===== src/rtl/bp_cce_mem_cmd_router.sv =====
// Address-window router between the CCE memory port, DRAM and the loopback tie-off.
// Optional misroute counter: define BP_CCE_MEM_ROUTER_ERR_CNT_EN.

package bp_cce_mem_router_pkg;

    typedef enum logic [0:0] {
        e_bp_default_cfg = 1'b0,
        e_bp_wide_cfg    = 1'b1
    } bp_params_e;

    // Message layout, MSB to LSB: {data, size[2:0], msg_type[3:0], addr}
    localparam int unsigned msg_ctl_width_gp = 7;

    function automatic int unsigned paddr_width(input bp_params_e cfg);
        return (cfg == e_bp_wide_cfg) ? 48 : 40;
    endfunction

    function automatic int unsigned data_width(input bp_params_e cfg);
        return (cfg == e_bp_wide_cfg) ? 512 : 64;
    endfunction

    function automatic int unsigned msg_width(input bp_params_e cfg);
        return data_width(cfg) + msg_ctl_width_gp + paddr_width(cfg);
    endfunction

endpackage

module bp_cce_mem_cmd_router
    import bp_cce_mem_router_pkg::*;
#(
    parameter bp_params_e bp_params_p = e_bp_default_cfg,
    localparam int unsigned paddr_width_p = paddr_width(bp_params_p),
    localparam int unsigned cce_mem_msg_width_lp = msg_width(bp_params_p),
    parameter logic [paddr_width_p-1:0] dram_base_p = paddr_width_p'(64'h8000_0000),
    parameter logic [paddr_width_p-1:0] dram_bound_p = paddr_width_p'(64'h10_0000_0000),
    parameter int unsigned max_outstanding_p = 8,
    parameter int unsigned err_cnt_width_p = 16
) (
    input  logic                            clk_i,
    input  logic                            reset_n_i,

    input  logic [cce_mem_msg_width_lp-1:0] mem_cmd_i,
    input  logic                            mem_cmd_v_i,
    output logic                            mem_cmd_ready_o,

    output logic [cce_mem_msg_width_lp-1:0] mem_resp_o,
    output logic                            mem_resp_v_o,
    input  logic                            mem_resp_yumi_i,

    output logic [cce_mem_msg_width_lp-1:0] dram_cmd_o,
    output logic                            dram_cmd_v_o,
    input  logic                            dram_cmd_ready_i,
    input  logic [cce_mem_msg_width_lp-1:0] dram_resp_i,
    input  logic                            dram_resp_v_i,
    output logic                            dram_resp_yumi_o,

    output logic [cce_mem_msg_width_lp-1:0] lb_cmd_o,
    output logic                            lb_cmd_v_o,
    input  logic                            lb_cmd_ready_i,
    input  logic [cce_mem_msg_width_lp-1:0] lb_resp_i,
    input  logic                            lb_resp_v_i,
    output logic                            lb_resp_yumi_o,

    output logic [err_cnt_width_p-1:0]      err_count_o
);

    localparam int unsigned ptr_w_lp = $clog2(max_outstanding_p);
    localparam logic [ptr_w_lp:0] depth_lp = (ptr_w_lp + 1)'(max_outstanding_p);

    logic [paddr_width_p-1:0] addr;
    logic                     in_win;
    logic                     run;
    logic                     full;
    logic                     empty;
    logic                     head_dram;
    logic                     push;
    logic                     pop;

    logic                     tag_q [max_outstanding_p];
    logic [ptr_w_lp-1:0]      wr_ptr_q;
    logic [ptr_w_lp-1:0]      wr_ptr_d;
    logic [ptr_w_lp-1:0]      rd_ptr_q;
    logic [ptr_w_lp-1:0]      rd_ptr_d;
    logic [ptr_w_lp:0]        cnt_q;
    logic [ptr_w_lp:0]        cnt_d;

    assign addr   = mem_cmd_i[paddr_width_p-1:0];
    assign in_win = (addr >= dram_base_p) && (addr < dram_bound_p);

    // Reset gates every handshake output combinationally, not just via state.
    assign run   = reset_n_i;
    assign full  = (cnt_q == depth_lp);
    assign empty = (cnt_q == '0);

    assign dram_cmd_o   = mem_cmd_i;
    assign lb_cmd_o     = mem_cmd_i;
    assign dram_cmd_v_o = run & mem_cmd_v_i & in_win & ~full;
    assign lb_cmd_v_o   = run & mem_cmd_v_i & ~in_win & ~full;

    assign mem_cmd_ready_o = run & ~full
                           & (in_win ? dram_cmd_ready_i : lb_cmd_ready_i);

    assign head_dram    = tag_q[rd_ptr_q];
    assign mem_resp_o   = head_dram ? dram_resp_i : lb_resp_i;
    assign mem_resp_v_o = run & ~empty
                        & (head_dram ? dram_resp_v_i : lb_resp_v_i);

    assign push = mem_cmd_v_i & mem_cmd_ready_o;
    assign pop  = run & ~empty & mem_resp_yumi_i;

    assign dram_resp_yumi_o = pop & head_dram;
    assign lb_resp_yumi_o   = pop & ~head_dram;

    always_comb begin
        wr_ptr_d = wr_ptr_q;
        rd_ptr_d = rd_ptr_q;
        cnt_d    = cnt_q;
        if (push) begin
            wr_ptr_d = wr_ptr_q + 1'b1;
        end
        if (pop) begin
            rd_ptr_d = rd_ptr_q + 1'b1;
        end
        unique case ({push, pop})
            2'b10:   cnt_d = cnt_q + 1'b1;
            2'b01:   cnt_d = cnt_q - 1'b1;
            default: cnt_d = cnt_q;
        endcase
    end

    always_ff @(posedge clk_i or negedge reset_n_i) begin
        if (!reset_n_i) begin
            wr_ptr_q <= '0;
            rd_ptr_q <= '0;
            cnt_q    <= '0;
        end else begin
            wr_ptr_q <= wr_ptr_d;
            rd_ptr_q <= rd_ptr_d;
            cnt_q    <= cnt_d;
        end
    end

    // Tag payload needs no reset: the pointers and count define validity.
    always_ff @(posedge clk_i) begin
        if (push) begin
            tag_q[wr_ptr_q] <= in_win;
        end
    end

`ifdef BP_CCE_MEM_ROUTER_ERR_CNT_EN
    logic [err_cnt_width_p-1:0] err_q;
    logic [err_cnt_width_p-1:0] err_d;

    always_comb begin
        err_d = err_q;
        if (push && !in_win && (err_q != '1)) begin
            err_d = err_q + 1'b1;
        end
    end

    always_ff @(posedge clk_i or negedge reset_n_i) begin
        if (!reset_n_i) begin
            err_q <= '0;
        end else begin
            err_q <= err_d;
        end
    end

    assign err_count_o = err_q;
`else
    assign err_count_o = '0;
`endif

endmodule


===== config.mk =====
export PLATFORM = sky130hd
export DESIGN_NAME = bp_cce_mem_cmd_router
export DESIGN_NICKNAME = d
export VERILOG_FILES = /design/src/rtl/bp_cce_mem_cmd_router.sv
export SDC_FILE = /design/constraint.sdc
export NUM_CORES = 1
export LEC_CHECK = 0
export CAP_MARGIN = 20
export CORE_AREA = 5 5 269 271
export DETAILED_ROUTE_END_ITERATION = 16
export DIE_AREA = 0 0 274 276
export GPL_ROUTABILITY_DRIVEN = 0
export PLACE_DENSITY_LB_ADDON = 0.15
export SYNTH_ARGS = -nofsm -noshare
export SYNTH_HDL_FRONTEND = slang
export SYNTH_SLANG_ARGS = --single-unit

===== constraint.sdc =====
create_clock -name clk_i -period 3.6 [get_ports clk_i]
set_input_delay 0.72 -clock clk_i [delete_from_list [all_inputs] [get_ports clk_i]]
set_output_delay 0.72 -clock clk_i [all_outputs]
set_load 0.01 [all_outputs]

## Word-level counts from Yosys, hierarchy flattened

Memory sizes are Yosys's and may differ from the RTL's.
Index checks and enable logic that the tools add are counted.

- Bits in writable memories: 8
- Bits in registers: 10
- Input bits: 341
- Output and inout bits: 355
- Logic and storage cells: 39
- Memories: 1

- Eq/ne operators: 3
- Muxes and demuxes: 6
- Magnitude comparators: 2
- Reductions and logical operators: 3
- Add/sub/neg operators: 4
- Bitwise gates (word level): 17

Memories:

| memory | words | width | read ports | clocked after memory_dff | write ports | line | text |
|---|---|---|---|---|---|---|---|
| tag_q | 8 | 1 | 1 | 0 | 1 | 79 | `logic tag_q [max_outstanding_p];` |

Operators by type and width:

| operator | number |
|---|---|
| $mux W111 | 1 |
| $ge A40 B32 Y1 const B | 1 |
| $lt A40 B37 Y1 const B | 1 |
| $and A1 B1 Y1 | 13 |
| $pmux W4 S2 | 1 |
| $add A3 B1 Y3 const B | 2 |
| $add A4 B1 Y4 const B | 1 |
| $eq A4 B4 Y1 const B | 1 |
| $logic_not A4 Y1 | 1 |
| $mux W1 | 4 |
| $not A1 Y1 | 4 |
| $sub A4 B1 Y4 const B | 1 |
| $eq A2 B1 Y1 const B | 1 |
| $eq A2 B2 Y1 const B | 1 |
| $reduce_bool A2 Y1 | 1 |
| $logic_and A1 B1 Y1 | 1 |

## Logic depth before layout (Yosys ltp)

- Depth after elaboration: 7
- Gate-level depth with buffers: 12
- Gate-level depth less buffers: 11

## Least setup slack after synthesis

No wires, ideal clock.

- Path kind: input to register
- From: input port mem_cmd_i[35]
- To: register cnt_q[2]
- Data arrival time: 2899 ps
- Setup time: 125 ps
- Setup slack: 575 ps
- Buffers on the path: 0
- Stages on the path: 11
- Path through: or4_1 -> o211ai_1 -> o211a_1 -> inv_1 -> ha_1 -> xor2_1 -> ha_1 -> a21oi_1 -> xor2_1 -> nor2_1 -> xor2_1

- Longest elaborated chain between the ends: 7
- Elaborated cells on any way between the ends: 10

Ends and longest elaborated chain:

| what | line | text |
|---|---|---|
| from (decl) | 42 | `input logic [cce_mem_msg_width_lp-1:0] mem_cmd_i,` |
| $ge A40 B32 Y1 or $lt A40 B37 Y1 (tied branches) | 88 | `assign in_win = (addr >= dram_base_p) && (addr < dram_bound_p);` |
| $logic_and A1 B1 Y1 (*) | 88 |  |
| $mux W1 (*) | 101 | `& (in_win ? dram_cmd_ready_i : lb_cmd_ready_i);` |
| $and A1 B1 Y1 (*) | 101 |  |
| $and A1 B1 Y1 (*) | 108 | `assign push = mem_cmd_v_i & mem_cmd_ready_o;` |
| $eq A2 B1 Y1 or $eq A2 B2 Y1 (tied branches) | 124 | `unique case ({push, pop})` |
| $pmux W4 S2 or $reduce_bool A2 Y1 (tied branches) | -- |  |
| to (signal assigned) | 139 | `cnt_q <= cnt_d;` |
| to (decl) | 84 | `logic [ptr_w_lp:0] cnt_q;` |

Every way passes the cells marked *; elsewhere a longest branch is shown, timed or not.
A chain may end at the register's enable or synchronous reset.

## Final worst setup path

- From: input port mem_cmd_i[32]
- To: output port mem_cmd_ready_o

- Longest elaborated chain between the ends: 4
- Elaborated cells on any way between the ends: 5

Ends and longest elaborated chain:

| what | line | text |
|---|---|---|
| $ge A40 B32 Y1 or $lt A40 B37 Y1 (tied branches) | 88 |  |
| $logic_and A1 B1 Y1 (*) | 88 |  |
| $mux W1 (*) | 101 |  |
| $and A1 B1 Y1 (*) | 101 |  |
| to (decl) | 44 | `output logic mem_cmd_ready_o,` |

Marked as above.

==> impl_metrics.env <==
export IMPL_yosysTopAreaCell="buf_4"
export IMPL_num_vias=3644
export IMPL_powerDensity_nw_per_um2=557
export IMPL_async_reset_ff_share_pct=55.6
export IMPL_syn_area_per_cell_um2=9.18
export IMPL_area_growth_pct=83.9
export IMPL_grtUsageTotal_pct=5.84
export IMPL_clk_latency_ns=0.25
export IMPL_ys_types=38
export IMPL_drc=0
export IMPL_worst_path_max_delay_cell="or4_1"
export IMPL_tns_ns=0
export IMPL_p_sw_uw=1630
export IMPL_fin_crit_ns=3.50
export IMPL_start_kind="input pin"
export IMPL_yosys_warnings=0
export IMPL_cts_tree="yes"
export IMPL_cts_sinks=18
export IMPL_hold_viol=0
export IMPL_p_clk_share_pct=5.2
export IMPL_slew_violations=0
export IMPL_portBuffers=373
export IMPL_cts_max_level=1
export IMPL_hold_class="reg2reg"
export IMPL_post_dp_hpwl_um=21800
export IMPL_setup_viol=0
export IMPL_seq_power_share_pct=8.6
export IMPL_multi_input_area_um2=1810
export IMPL_fin_worst_skew_ns=0.00300
export IMPL_cts_root_buf="clkbuf_16"
export IMPL_start_util_pct=5.94
export IMPL_cp_cell_sequence="clkdlybuf4s50_1 > or4_1 > o211ai_1 > buf_4 > o21ai_0 > nor2_1 > clkdlybuf4s50_1"
export IMPL_drive_gt1_share_pct=16.9
export IMPL_fp_dieH_um=276
export IMPL_ys_seq_area_share_pct=11.9
export IMPL_num_fill_cells=7996
export IMPL_p_int_uw=2610
export IMPL_path_class="in2out"
export IMPL_drt_first_pass_iters=4
export IMPL_end_kind="output pin"
export IMPL_nNetsFinal=962
export IMPL_wl_um=24600
export IMPL_finalCritPeriodShare_pct=97.3
export IMPL_fp_dieW_um=274
export IMPL_yosys_top_cells_area="buf_4 44%, mux2_2 18%, mux2_1 13%, dfrtp_1 6.1%, edfxtp_1 5.8%"
export IMPL_drt_iter0_drc=61
export IMPL_cp_required_ns=2.88
export IMPL_worstRegToRegCells=11
export IMPL_status="finished clean"
export IMPL_crit_fanout=3
export IMPL_vdd_drop_max_uv=206
export IMPL_ys_flop_type="dfrtp_1"
export IMPL_grt_pass1_vias=3985
export IMPL_synth_seq_cells=18
export IMPL_dieArea_um2=75600
export IMPL_crit_top_cell="clkdlybuf4s50_1"
export IMPL_core_um2=69500
export IMPL_leakagePower_uw=0.00259
export IMPL_cap_violations=0
export IMPL_overflow=0
export IMPL_yosysMostFrequentCell="buf_4"
export IMPL_synth_edf_count=8
export IMPL_swShare_pct=38.5
export IMPL_ys_top_cells_by_count="240 x buf_4, 66 x mux2_2, 46 x mux2_1"
export IMPL_crit_arrival_ns=2.78
export IMPL_netlist_area_um2=4130
export IMPL_wl_per_cell_um=15.8
export IMPL_ant_nets=0
export IMPL_yosysTopAreaCellShare_pct=43.6
export IMPL_viasPerCell=2.34
export IMPL_rows=97
export IMPL_grt_max_degree=35
export IMPL_hold_depth=1
export IMPL_cts_buffers=3
export IMPL_clockBufferDepth=2
export IMPL_antenna_found_initial=6
export IMPL_pwr_share_comb_pct=86.2
export IMPL_num_io_pins=696
export IMPL_grt_pass1_wl_um=32000
export IMPL_max_stage_delay_ns=0.55
export IMPL_synthCells=450
export IMPL_clkTransAtPathRegs_ns=0.05
export IMPL_seq_area_um2=492
export IMPL_max_freq_mhz=285
export IMPL_finalPower_uw=4230
-- placed cells by master, fill, tap and decap left out, types with 4 or more instances in the layout --
cell type / count
o21ai_0: 4
edfxtp_1: 8
diode_2: 5
inv_1: 4
nor2_1: 9
buf_4: 22
mux2_1: 46
nand2_1: 8
dfrtp_1: 9
mux2_2: 66
conb_1: 16
clkdlybuf4s50_1: 365
xor2_1: 5
buf_12: 5
xnor2_1: 4
ha_1: 5
-- logic make-up (layout without fill, tap and decap cells) --
family                     Yosys count  count (layout)  share of synthesized area (%)
and+or+nand+nor                     33              33                           4.12
muxes                              116             116                           32.3
xor gates and xnor gates             9               9                           1.91
AOI/OAI and AO/OA                   13              13                           2.30
buffers and inverters              255             405                           45.9
adders and majority gates            5               5                           1.51
DFF                                 18              18                           11.9
other                                1              21                         0.0907
-- through the flow --
step                      area, µm²  std cells  hold WS (ns)  setup WS (ns)  util [%]
final                          7600       1560         0.503         0.0966      10.9
after global routing           7590       1555         0.514        -0.0159      10.9
after CTS                      7560       1553         0.508         0.0345      10.9
after detailed placement       7430       1547         0.495         0.0559      10.7
after global placement         7430       1547         0.515         0.0849      10.7
after floorplan                4190        465         0.424          0.575         -
-- routing by layer --
layer / share of wire, % / GRT usage [%] / vias to the layer above
met4: 1.0 / 0.556 / 2
met2: 47 / 10.2 / 422
met5: 0.053 / 0 / -
met3: 17 / 4.22 / 14
met1: 36 / 5.84 / 1613
li1: - / - / 1593
-- worst max-delay path, delay by kind of cell --
family	cells	cell delay, ns
buf+inv	3	1.12
simple gates	2	0.65
compound gates	2	0.28
-- cell type report --
type                    instances  area share, %
well taps                     940           15.5
clock inverters                 1         0.0494
multi-input cells             192           23.8
flip-flops and latches         18           6.47
clock buffers                   3          0.988
diodes                          5          0.165
inverters                       4          0.198
repair buffers                397           52.8
-- flip-flops by register name (all words and copies together) (netlist names) --
signal    count
tag_q         8
rd_ptr_q      3
cnt_q         4
wr_ptr_q      3
-- timing repair --
action,CTS,global route
hold buffers,0,0
setup endpoints to repair,48,21
buffers inserted,1,2
gates cloned,1,0
pin swaps,0,1
resized for setup,1,4
-- path summary, 6_finish.rpt --
kind,start,end,slack (ns)
worst max-delay path,mem_cmd_i[32],mem_cmd_ready_o,0.1
max in group asynchronous,reset_n_i,rd_ptr_q[0],2.59
worst min-delay path,cnt_q[3],cnt_q[3],0.50
min in group asynchronous,reset_n_i,cnt_q[0],0.83
worst max register to register,cnt_q[0],cnt_q[2],0.87
worst min register to register,cnt_q[3],cnt_q[3],0.50
-- power by group through the flow --
stage | registers, µW | logic (µW) | clock network (µW)
global route | 375 | 3950 | 241
detailed placement | 369 | 3640 | 0
floorplan | 336 | 1920 | 0
finish | 363 | 3650 | 222
CTS | 367 | 3790 | 231
global placement | 375 | 3690 | 0
Power figures use the tool's default switching activity.
